File: src/rtl/sprite_parse_pkg.sv
// rtl/sprite_parse_pkg.sv - shared types, attribute layout and width helpers for the sprite parser
package sprite_parse_pkg;

  typedef enum logic [2:0] {IDLE, REQ, EVAL, WRITE, DONE} parse_state_t;

  localparam int ATTR_W      = 16;
  localparam int SIZE_BITS   = 6;
  localparam int SIZE_ALWAYS = 32;

  // Y is MSB-aligned, CHAIN sits just below it, SIZE is LSB-aligned and
  // loses its upper bits when a wide Y leaves fewer than six bits free.
  function automatic int y_lsb(input int y_width);
    return ATTR_W - y_width;
  endfunction

  function automatic int chain_bit(input int y_width);
    return ATTR_W - 1 - y_width;
  endfunction

  function automatic int size_w(input int y_width);
    return (chain_bit(y_width) < SIZE_BITS) ? chain_bit(y_width) : SIZE_BITS;
  endfunction

  function automatic int count_width(input int n);
    return $clog2(n + 1);
  endfunction

endpackage

File: src/rtl/sprite_parse_engine_if.sv
// rtl/sprite_parse_engine_if.sv - line control, VRAM attribute port and active-list display port
interface sprite_parse_engine_if
  import sprite_parse_pkg::*;
#(
  parameter int SPR_COUNT  = 381,
  parameter int ACTIVE_MAX = 96,
  parameter int Y_WIDTH    = 9,
  parameter int IDX_W      = $clog2(SPR_COUNT)
);
  localparam int AW    = $clog2(ACTIVE_MAX);
  localparam int CNT_W = count_width(ACTIVE_MAX);

  logic               NEW_LINE;
  logic [Y_WIDTH-1:0] RASTERC;
  logic               FLIP;
  logic               VRAM_REQ;
  logic [IDX_W-1:0]   VRAM_ADDR;
  logic               VRAM_ACK;
  logic [ATTR_W-1:0]  VRAM_DATA;
  logic [AW-1:0]      ACT_RD_ADDR;
  logic [IDX_W-1:0]   ACT_RD_DATA;
  logic [CNT_W-1:0]   ACT_COUNT;
  logic               ACT_FULL;
  logic               ACT_ABORT;
  logic               BUSY;

  modport master (
    input  NEW_LINE, RASTERC, FLIP, VRAM_ACK, VRAM_DATA, ACT_RD_ADDR,
    output VRAM_REQ, VRAM_ADDR, ACT_RD_DATA, ACT_COUNT, ACT_FULL, ACT_ABORT, BUSY
  );

  modport slave (
    output NEW_LINE, RASTERC, FLIP, VRAM_ACK, VRAM_DATA, ACT_RD_ADDR,
    input  VRAM_REQ, VRAM_ADDR, ACT_RD_DATA, ACT_COUNT, ACT_FULL, ACT_ABORT, BUSY
  );

endinterface

File: src/rtl/active_list_bank.sv
// rtl/active_list_bank.sv - double-buffered active list, parser write port and registered display read port
module active_list_bank #(
  parameter int DEPTH = 96,
  parameter int WIDTH = 9,
  parameter int AW    = $clog2(DEPTH)
) (
  input  logic             clk,
  input  logic             rst,
  input  logic             we,
  input  logic             wr_bank,
  input  logic [AW-1:0]    wr_addr,
  input  logic [WIDTH-1:0] wr_data,
  input  logic             rd_bank,
  input  logic [AW-1:0]    rd_addr,
  output logic [WIDTH-1:0] rd_data
);

  logic [WIDTH-1:0] mem [2][DEPTH];

  always_ff @(posedge clk) begin
    if (we) mem[wr_bank][wr_addr] <= wr_data;
  end

  always_ff @(posedge clk or posedge rst) begin
    if (rst) rd_data <= '0;
    else     rd_data <= mem[rd_bank][rd_addr];
  end

endmodule

File: src/rtl/sprite_parse_engine.sv
// rtl/sprite_parse_engine.sv - per-line sprite Y parser building a double-buffered active list
module sprite_parse_engine
  import sprite_parse_pkg::*;
#(
  parameter int SPR_COUNT  = 381,
  parameter int FIRST_SPR  = 1,
  parameter int ACTIVE_MAX = 96,
  parameter int Y_WIDTH    = 9,
  parameter int LOOKAHEAD  = 2,
  parameter int IDX_W      = $clog2(SPR_COUNT)
) (
  input logic                   CLK_24M,
  input logic                   RESETP,
  sprite_parse_engine_if.master bus
);
  localparam int AW        = $clog2(ACTIVE_MAX);
  localparam int CNT_W     = count_width(ACTIVE_MAX);
  localparam int CHAIN_BIT = chain_bit(Y_WIDTH);
  localparam int SIZE_W    = size_w(Y_WIDTH);
  localparam logic [IDX_W-1:0] FIRST_IDX = IDX_W'(FIRST_SPR);
  localparam logic [IDX_W-1:0] LAST_IDX  = IDX_W'(SPR_COUNT - 1);
  localparam logic [CNT_W-1:0] MAX_CNT   = CNT_W'(ACTIVE_MAX);

  parse_state_t       state;
  logic [IDX_W-1:0]   idx;
  logic [ATTR_W-1:0]  attr_q;
  logic [Y_WIDTH-1:0] target;
  logic [CNT_W-1:0]   count;
  logic               full, chain_flag, bank_sel, vram_req, busy;
  logic [CNT_W-1:0]   act_count;
  logic               act_full, act_abort;

  logic [Y_WIDTH-1:0] attr_y, diff, tgt_sum;
  logic               attr_chain, raw_match, match, fill, last;
  logic [5:0]         attr_size;
  logic [CNT_W-1:0]   count_next;

  assign attr_y     = attr_q[ATTR_W-1 -: Y_WIDTH];
  assign attr_chain = attr_q[CHAIN_BIT];
  assign attr_size  = SIZE_BITS'(attr_q[SIZE_W-1:0]);
  assign diff       = target - attr_y;
  assign tgt_sum    = bus.RASTERC + Y_WIDTH'(LOOKAHEAD);
  assign count_next = count + 1'b1;
  assign fill       = (count_next == MAX_CNT);
  assign last       = (idx == LAST_IDX);

  always_comb begin
    raw_match = 1'b0;
    if (attr_size == '0)                    raw_match = 1'b0;
    else if (attr_size >= 6'(SIZE_ALWAYS))  raw_match = 1'b1;
    else raw_match = (16'(diff) < 16'({attr_size, 4'b0000}));
  end

  // A chained sprite inherits the verdict of the last unchained one.
  assign match = attr_chain ? chain_flag : raw_match;

  always_ff @(posedge CLK_24M or posedge RESETP) begin
    if (RESETP) begin
      state <= IDLE;       idx <= FIRST_IDX;    attr_q <= '0;     target <= '0;
      count <= '0;         full <= 1'b0;        chain_flag <= 1'b0;
      bank_sel <= 1'b0;    vram_req <= 1'b0;    busy <= 1'b0;
      act_count <= '0;     act_full <= 1'b0;    act_abort <= 1'b0;
    end else if (bus.NEW_LINE) begin
      bank_sel <= ~bank_sel;
      // A WRITE in flight lands in the old bank on this same edge, so report it.
      if (state == WRITE) begin
        act_count <= count_next;
        act_full  <= fill;
        act_abort <= !(fill || last);
      end else begin
        act_count <= count;
        act_full  <= full;
        act_abort <= (state == REQ) || (state == EVAL);
      end
      count <= '0;  full <= 1'b0;  chain_flag <= 1'b0;
      target   <= bus.FLIP ? ~tgt_sum : tgt_sum;
      idx      <= FIRST_IDX;
      vram_req <= 1'b1;
      busy     <= 1'b1;
      state    <= REQ;
    end else begin
      case (state)
        REQ: if (bus.VRAM_ACK) begin
          attr_q   <= bus.VRAM_DATA;
          vram_req <= 1'b0;
          state    <= EVAL;
        end
        EVAL: begin
          if (!attr_chain) chain_flag <= raw_match;
          if (match)     state <= WRITE;
          else if (last) begin state <= DONE; busy <= 1'b0; end
          else           begin idx <= idx + 1'b1; vram_req <= 1'b1; state <= REQ; end
        end
        WRITE: begin
          count <= count_next;
          if (fill)      begin full <= 1'b1; state <= DONE; busy <= 1'b0; end
          else if (last) begin state <= DONE; busy <= 1'b0; end
          else           begin idx <= idx + 1'b1; vram_req <= 1'b1; state <= REQ; end
        end
        default: ;
      endcase
    end
  end

  active_list_bank #(.DEPTH(ACTIVE_MAX), .WIDTH(IDX_W), .AW(AW)) u_bank (
    .clk     (CLK_24M),
    .rst     (RESETP),
    .we      (state == WRITE),
    .wr_bank (bank_sel),
    .wr_addr (AW'(count)),
    .wr_data (idx),
    .rd_bank (~bank_sel),
    .rd_addr (bus.ACT_RD_ADDR),
    .rd_data (bus.ACT_RD_DATA)
  );

  assign bus.VRAM_REQ  = vram_req;
  assign bus.VRAM_ADDR = idx;
  assign bus.ACT_COUNT = act_count;
  assign bus.ACT_FULL  = act_full;
  assign bus.ACT_ABORT = act_abort;
  assign bus.BUSY      = busy;

endmodule

File: src/flat_wrapper.sv
// flat-port wrapper written by rule: the top's interface ports become plain ports
module sprite_parse_engine_flat import sprite_parse_pkg::*;
#(
  parameter int SPR_COUNT  = 381,
  parameter int FIRST_SPR  = 1,
  parameter int ACTIVE_MAX = 96,
  parameter int Y_WIDTH    = 9,
  parameter int LOOKAHEAD  = 2,
  parameter int IDX_W      = $clog2(SPR_COUNT)
)
  (CLK_24M, RESETP, bus_NEW_LINE, bus_RASTERC, bus_FLIP, bus_VRAM_ACK, bus_VRAM_DATA, bus_ACT_RD_ADDR, bus_VRAM_REQ, bus_VRAM_ADDR, bus_ACT_RD_DATA, bus_ACT_COUNT, bus_ACT_FULL, bus_ACT_ABORT, bus_BUSY);
  sprite_parse_engine_if #(.SPR_COUNT(SPR_COUNT), .ACTIVE_MAX(ACTIVE_MAX), .Y_WIDTH(Y_WIDTH), .IDX_W(IDX_W)) bus_i ();
  input logic CLK_24M;
  input logic RESETP;
  input wire logic [$bits(bus_i.NEW_LINE)-1:0] bus_NEW_LINE;
  input wire logic [$bits(bus_i.RASTERC)-1:0] bus_RASTERC;
  input wire logic [$bits(bus_i.FLIP)-1:0] bus_FLIP;
  input wire logic [$bits(bus_i.VRAM_ACK)-1:0] bus_VRAM_ACK;
  input wire logic [$bits(bus_i.VRAM_DATA)-1:0] bus_VRAM_DATA;
  input wire logic [$bits(bus_i.ACT_RD_ADDR)-1:0] bus_ACT_RD_ADDR;
  output wire logic [$bits(bus_i.VRAM_REQ)-1:0] bus_VRAM_REQ;
  output wire logic [$bits(bus_i.VRAM_ADDR)-1:0] bus_VRAM_ADDR;
  output wire logic [$bits(bus_i.ACT_RD_DATA)-1:0] bus_ACT_RD_DATA;
  output wire logic [$bits(bus_i.ACT_COUNT)-1:0] bus_ACT_COUNT;
  output wire logic [$bits(bus_i.ACT_FULL)-1:0] bus_ACT_FULL;
  output wire logic [$bits(bus_i.ACT_ABORT)-1:0] bus_ACT_ABORT;
  output wire logic [$bits(bus_i.BUSY)-1:0] bus_BUSY;
  assign bus_i.NEW_LINE = bus_NEW_LINE;
  assign bus_i.RASTERC = bus_RASTERC;
  assign bus_i.FLIP = bus_FLIP;
  assign bus_i.VRAM_ACK = bus_VRAM_ACK;
  assign bus_i.VRAM_DATA = bus_VRAM_DATA;
  assign bus_i.ACT_RD_ADDR = bus_ACT_RD_ADDR;
  assign bus_VRAM_REQ = bus_i.VRAM_REQ;
  assign bus_VRAM_ADDR = bus_i.VRAM_ADDR;
  assign bus_ACT_RD_DATA = bus_i.ACT_RD_DATA;
  assign bus_ACT_COUNT = bus_i.ACT_COUNT;
  assign bus_ACT_FULL = bus_i.ACT_FULL;
  assign bus_ACT_ABORT = bus_i.ACT_ABORT;
  assign bus_BUSY = bus_i.BUSY;
  sprite_parse_engine #(.SPR_COUNT(SPR_COUNT), .FIRST_SPR(FIRST_SPR), .ACTIVE_MAX(ACTIVE_MAX), .Y_WIDTH(Y_WIDTH), .LOOKAHEAD(LOOKAHEAD), .IDX_W(IDX_W)) u_core (.CLK_24M(CLK_24M), .RESETP(RESETP), .bus(bus_i));
endmodule
File: config.mk
export PLATFORM = sky130hd
export DESIGN_NAME = sprite_parse_engine_flat
export DESIGN_NICKNAME = d
export VERILOG_FILES = /design/src/rtl/sprite_parse_pkg.sv /design/src/rtl/sprite_parse_engine_if.sv /design/src/rtl/active_list_bank.sv /design/src/rtl/sprite_parse_engine.sv /design/src/flat_wrapper.sv
export SDC_FILE = /design/constraint.sdc
export NUM_CORES = 2
export LEC_CHECK = 0
export BUFFER_PORTS_ARGS = -buffer_cell sky130_fd_sc_hd__clkbuf_2
export CAP_MARGIN = 20
export CORE_UTILIZATION = 30
export CTS_CLUSTER_DIAMETER = 100
export DETAILED_ROUTE_END_ITERATION = 8
export GPL_TIMING_DRIVEN = 0
export PLACE_DENSITY = 0.53
export SYNTH_ARGS = -nofsm -noshare
export SYNTH_HDL_FRONTEND = slang
export SYNTH_SLANG_ARGS = --single-unit
File: constraint.sdc
create_clock -name CLK_24M -period 5.7 [get_ports CLK_24M]
set_input_delay 1.425 -clock CLK_24M [delete_from_list [all_inputs] [get_ports CLK_24M]]
set_output_delay 1.425 -clock CLK_24M [all_outputs]
set_load 0.02 [all_outputs]
* Yosys cells after proc, flatten, opt, wreduce, memory -nomap -nowiden
Memory sizes are Yosys's and may differ from the RTL's.
Index checks and enable logic that the tools add are counted.
** Word-level totals
- Memories :: 1
- Bits in writable memories :: 1728
- Input bits :: 37
- Logic and storage cells :: 95
- Output and inout port bits :: 29
- Flip-flop bits (word level) :: 67
** Memories
- u_core.u_bank.mem :: words 2, bits a word 864, read ports 1, clocked after Yosys merged registers in 0, write ports 1, RTL line active_list_bank.sv:18 : logic [WIDTH-1:0] mem [2][DEPTH];
** Cells by class
- Add/subtract/negate cells :: 4
- Reductions and logical operators :: 16
- Equality and inequality tests :: 8
- $lt $le $gt $ge :: 5
- Bitwise logic cells :: 5
- Multiplexer cells :: 42
** Operator list (number)
- $mux W864 :: 1
- $mux W9 :: 8
- $bmux W9 S7 :: 1
- $demux W9 S7 :: 1
- $mux W1 :: 20
- $pmux W9 S2 :: 1
- $ge A8 B8 Y1 const B :: 2
- $not A7 Y8 :: 2
- $mux W3 :: 5
- $mux W7 :: 2
- $lt A9 B10 Y1 :: 1
- $add A9 B1 Y9 const B :: 1
- $add A9 B2 Y9 const B :: 1
- $eq A9 B9 Y1 const B :: 1
- $ne A3 B3 Y1 const B :: 3
- $not A9 Y9 :: 1
- $pmux W3 S3 :: 1
- $sub A9 B9 Y9 :: 1
- $lt A8 B1 Y1 const B :: 1
- $add A7 B1 Y7 const B :: 1
- $eq A7 B7 Y1 const B :: 1
- $eq A3 B2 Y1 const B :: 2
- $ge A6 B6 Y1 const B :: 1
- $logic_not A6 Y1 :: 1
- 13 further kinds :: 20

* Logic depth before layout (Yosys ltp)
- Word-level depth :: 8
- Mapped depth :: 18
- Mapped depth without buffers :: 17

* Hierarchy
Synthesis repeated with hierarchy kept, for this count alone.
** Unflattened totals
- Cell total of the unflattened synthesis :: 3415
- Area total of the unflattened synthesis :: 70548.9 µm²
** By module, submodules not included
- active_list_bank :: instances 1, area each 67457.2 µm², cells each 3097
- sprite_parse_engine :: instances 1, area each 3091.7 µm², cells each 318

* Worst setup path before layout
Ideal clock, no wire load.
- Path type :: reg2reg
- Start :: register u_core.idx[5], in the netlist u_core.bus.VRAM_ADDR[5]
- End :: register u_core.idx[0], in the netlist u_core.bus.VRAM_ADDR[0]
- Slack :: 0.819 ns
- Arrival time :: 4.792 ns
- Buffers on the path :: 1
- Library setup time :: 0.088 ns
- Required time :: 5.612 ns
- Cell stages (with the launch flop) :: 9
- Cells stage by stage :: dfrtp_1 nand4_1 or4b_1 nand2_1 a211o_1 a21o_1 buf_2 nor2_1 or3b_1
** Between the ends
- Word-level cells in the longest chain between the ends :: 5
- Elaborated cells between the ends (all ways) :: 6
- Those cells by class :: 1 x eq/ne; 5 x mux
** Ends and longest elaborated chain
- from (decl) :: RTL line sprite_parse_engine.sv:25 : logic [IDX_W-1:0] idx;
- from (signal assigned) :: RTL line sprite_parse_engine.sv:59 : state <= IDLE; idx <= FIRST_IDX; attr_q <= '0; target <= '0;
- from (signal assigned) :: RTL line sprite_parse_engine.sv:77 : idx <= FIRST_IDX;
- from (signal assigned) :: RTL line sprite_parse_engine.sv:92 : else begin idx <= idx + 1'b1; vram_req <= 1'b1; state <= REQ; end
- $eq A9 B9 Y1 (*) :: RTL line sprite_parse_engine.sv:45 : assign last = (idx == LAST_IDX);
- $mux W9 (*)
- $mux W9 (on tied branches)
- $pmux W9 S2 (*)
- $mux W9 (*)
Every way passes the cells marked *; elsewhere a longest branch is shown, timed or not. The select of a mux whose other input is x is not followed.
A chain may end at the register's enable or synchronous reset.

* Worst setup path in the final report
- Start :: register u_core.bank_sel
- End :: memory u_core.u_bank.mem[1][99] in the netlist's numbering (enable)
** RTL lines
- from (decl) :: RTL line sprite_parse_engine.sv:29 : logic full, chain_flag, bank_sel, vram_req, busy;
- from (signal assigned) :: RTL line sprite_parse_engine.sv:64 : bank_sel <= ~bank_sel;
- to (decl) :: RTL line active_list_bank.sv:18
No word-level cell before the write port.

==> run summary <==
Die width: 484 um
Die area: 234000 um2
Largest cells by area after synthesis: edfxtp_1 (74%), mux4_2 (15%), dfrtp_1 (2.4%), nor2_1 (1.4%), mux2i_1 (0.56%)
Pin count of the biggest net entering global routing: 94
Tmin final: 5.26 ns
PortBufs: 62
Post-synthesis cell area: 69800 um2
Sw Share: 25.6%
Clk slew on worst S/H paths: 0.06 ns
Top-area cell type share of the netlist area: 74.4%
EDFF count, synth: 1728
VDD IR max: 288 uV
Post-CTS Setup Inserts: 0
GP Congestion: 0.852
Req. time, crit path: 6.12 ns
Clock sinks: 1795
Reg2reg start: u_core.bank_sel
First-pass GRT wire length: 269000 um
Synth Flop Type: edfxtp_1
Area grow syn2layout: 15.1%
Area leader, netlist: edfxtp_1
Worst min path class: register to register
Vias per cell: 5.11
Clock power share: 37.3%
CP endpoint: u_core.u_bank.mem[1][99]
Sequential share of the synthesized area: 76.8%
Setup crit end kind: register
Period utilization: 92.3%
Hold Vio Cnt, Final: 0
Ports: 66
Actual slew at the worst max-slew pin: 1.20 ns
Netlist cell types: 55
Synthesized area per cell: 21.5 um2
Slew HR: 19.9%
Max-cap violations: 0
Grt ovf: 0
DP Worst Slack: -0.0200 ns
# fillers: 21241
Clk_lat worst skew: 0.84 ns
RSZ-0062 raised after global routing: false
R2R Setup Slk: 0.44 ns
Pre-Repair DR Iteration Count: 5
Die height: 484 um
Post-DP HPWL: 123000 um
Internal power: 23.2 mW
Fmax achieved: 190 MHz
Max FO, Critical Path: 10
All-Layer GR Usage: 16.1%
Util after Layout: 34.8%
Fin. max-slew vios: 0
CP startpoint: u_core.bank_sel
FF-to-FF End: u_core.u_bank.mem[1][99]
Root buffer cell: clkbuf_16
Vias in the first global route: 35018
Share of layout cells above drive strength 1: 26.1%
Initial DRC Count: 3699
CP Data Arrival Time: 5.68 ns
R2R depth: 8
Power density over cell area: 389 nW/um2
Antenna Nets Post-Route: 0
CTS resizes: 0
Reg power frac: 46.5%
Drt drc: 0
Core ar.: 231000 um2
Leakage power total: 24.5 nW
Final worst setup slack: 0.441 ns
Yosys warnings: 0
Setup_tns: 0 ns
FP Rows: 176
Yosys reg bits: 1795
Cts bufs inserted: 183
Fin nets: 3567
Crit Path Category: register to register
Sw Pwr: 8.01 mW
Syn Inst Count: 3239
# setup viols final: 0
Initial antenna violation count: 7
Combinational group share of total power: 16.2%
H-tree depth: 4
Asr flop ratio synth: 3.73%
Vias: 34134
Clock skew: 0.0368 ns
CP startpoint kind: register
Initial Util: 30.3%
CTS tree: done
Status: finished, final reports clean
Hold_buf cts: 0
Avg WL per Cell: 28.5 um
Syn nets: 3291
CTS Buffer Depth: 3
Total Wirelength: 190000 um
-- how the worst min path moves through the flow --
stage / end / from / depth (start not counted)
3_5_place_dp: u_core.bus.ACT_ABORT / u_core.bus.ACT_ABORT / 1
3_3_place_gp: u_core.bus.ACT_ABORT / u_core.bus.ACT_ABORT / 1
6_report: u_core.bus.ACT_ABORT / u_core.bus.ACT_ABORT / 1
4_1_cts: u_core.full / u_core.full / 2
2_1_floorplan: u_core.attr_q[7] / u_core.attr_q[7] / 1
5_1_grt: u_core.bus.ACT_ABORT / u_core.bus.ACT_ABORT / 1
-- cell usage after synthesis (21+ instances only) --
library cell and count:
a21oi_1 43, a221oi_1 26, a22o_1 27, a22oi_1 37
buf_2 44, buf_4 28, clkbuf_1 91, dfrtp_1 66
edfxtp_1 1728, mux2_2 28, mux2i_1 39, mux4_2 470
nand2_1 67, nor2_1 251, nor3_1 30, o21ai_0 33
o221ai_1 21, o22ai_1 23
-- kinds of logic (layout without fill, tap and decap cells) --
kind of cell | after synthesis | after routing | synth area share (%)
AOI/OAI and AO/OA | 243 | 243 | 2.46
xor gates and xnor gates | 26 | 26 | 0.326
adders and majority gates | 15 | 15 | 0.269
buffers and inverters | 207 | 622 | 1.42
DFF | 1795 | 1795 | 76.8
muxes | 537 | 537 | 16.2
other | 0 | 3 | 0
and+or+nand+nor | 416 | 416 | 2.54
-- registers in the layout (all words and copies together) (netlist names), 3 cells and up --
name,cells
u_core.target,9
u_core.attr_q,16
u_core.bus.VRAM_ADDR,9
u_core.u_bank.rd_data,9
u_core.bus.ACT_COUNT,7
u_core.count,7
u_core.u_bank.mem,1728
u_core.state,3
-- placed cells by master, fill, tap and decap left out, types with 21 or more instances in the layout --
cell,synthesis,layout
clkbuf_2,0,79
clkinv_2,0,29
a22oi_1,37,37
clkbuf_16,0,183
a22o_1,27,27
a221oi_1,26,26
nor3_1,30,30
mux2_2,28,28
buf_4,28,28
clkinv_1,0,39
nor2_1,251,251
dfrtp_1,66,58
o21ai_0,33,33
a21oi_1,43,43
o22ai_1,23,23
clkbuf_1,91,107
nand2_1,67,67
o221ai_1,21,21
mux4_2,470,470
buf_2,44,45
edfxtp_1,1728,1728
mux2i_1,39,39
-- per-stage QoR --
step / hold WS (ns) / total power [mW] / cell area (um2) / std cells
3_3_place_gp: 0.492 / 19.9 / 73800 / 6327
6_report: 0.516 / 31.2 / 80300 / 6683
5_1_grt: 0.538 / 32.2 / 80300 / 6680
4_1_cts: 0.521 / 31.5 / 80200 / 6676
2_1_floorplan: 0.482 / 18.3 / 69800 / 3239
3_5_place_dp: 0.499 / 20.0 / 74500 / 6352
-- critical path, stage by stage (launching register included) --
cell	delay [ns]
dfrtp_1	0.35
buf_2	0.24
buf_2	0.60
buf_4	0.41
buf_2	0.35
nor3b_1	0.55
nand2_1	0.61
clkbuf_2	0.68
nor2_1	0.96
-- power by group through the flow --
stage / Sequential [mW] / Clock (mW) / Combinational, mW
floorplan: 14.9 / 0 / 3.44
global placement: 14.9 / 0 / 5.01
detailed placement: 14.8 / 0 / 5.16
CTS: 14.5 / 11.8 / 5.17
global route: 14.5 / 12.3 / 5.37
finish: 14.5 / 11.6 / 5.07
-- metal layers --
| metal | wire length [um] | global-route usage [%] | part of all wire (%) |
|---|---|---|---|
| met4 | 6290 | 5.41 | 3.3 |
| met5 | 0 | 0 | 0 |
| met2 | 91300 | 25.9 | 48 |
| met1 | 80700 | 22.1 | 42 |
| met3 | 12100 | 2.82 | 6.4 |
-- layout make-up --
type | count | area [um2] | area share (%)
multi-input cells | 1237 | 15200 | 18.9
diodes | 3 | 7.51 | 0.00935
well taps | 3026 | 3790 | 4.72
plain buffers | 188 | 940 | 1.17
clock buffers | 220 | 4750 | 5.92
repair buffers | 91 | 953 | 1.19
inverters | 19 | 73.8 | 0.0919
clock inverters | 104 | 985 | 1.23
flip-flops and latches | 1795 | 53600 | 66.8
Power figures use the tool's default switching activity.
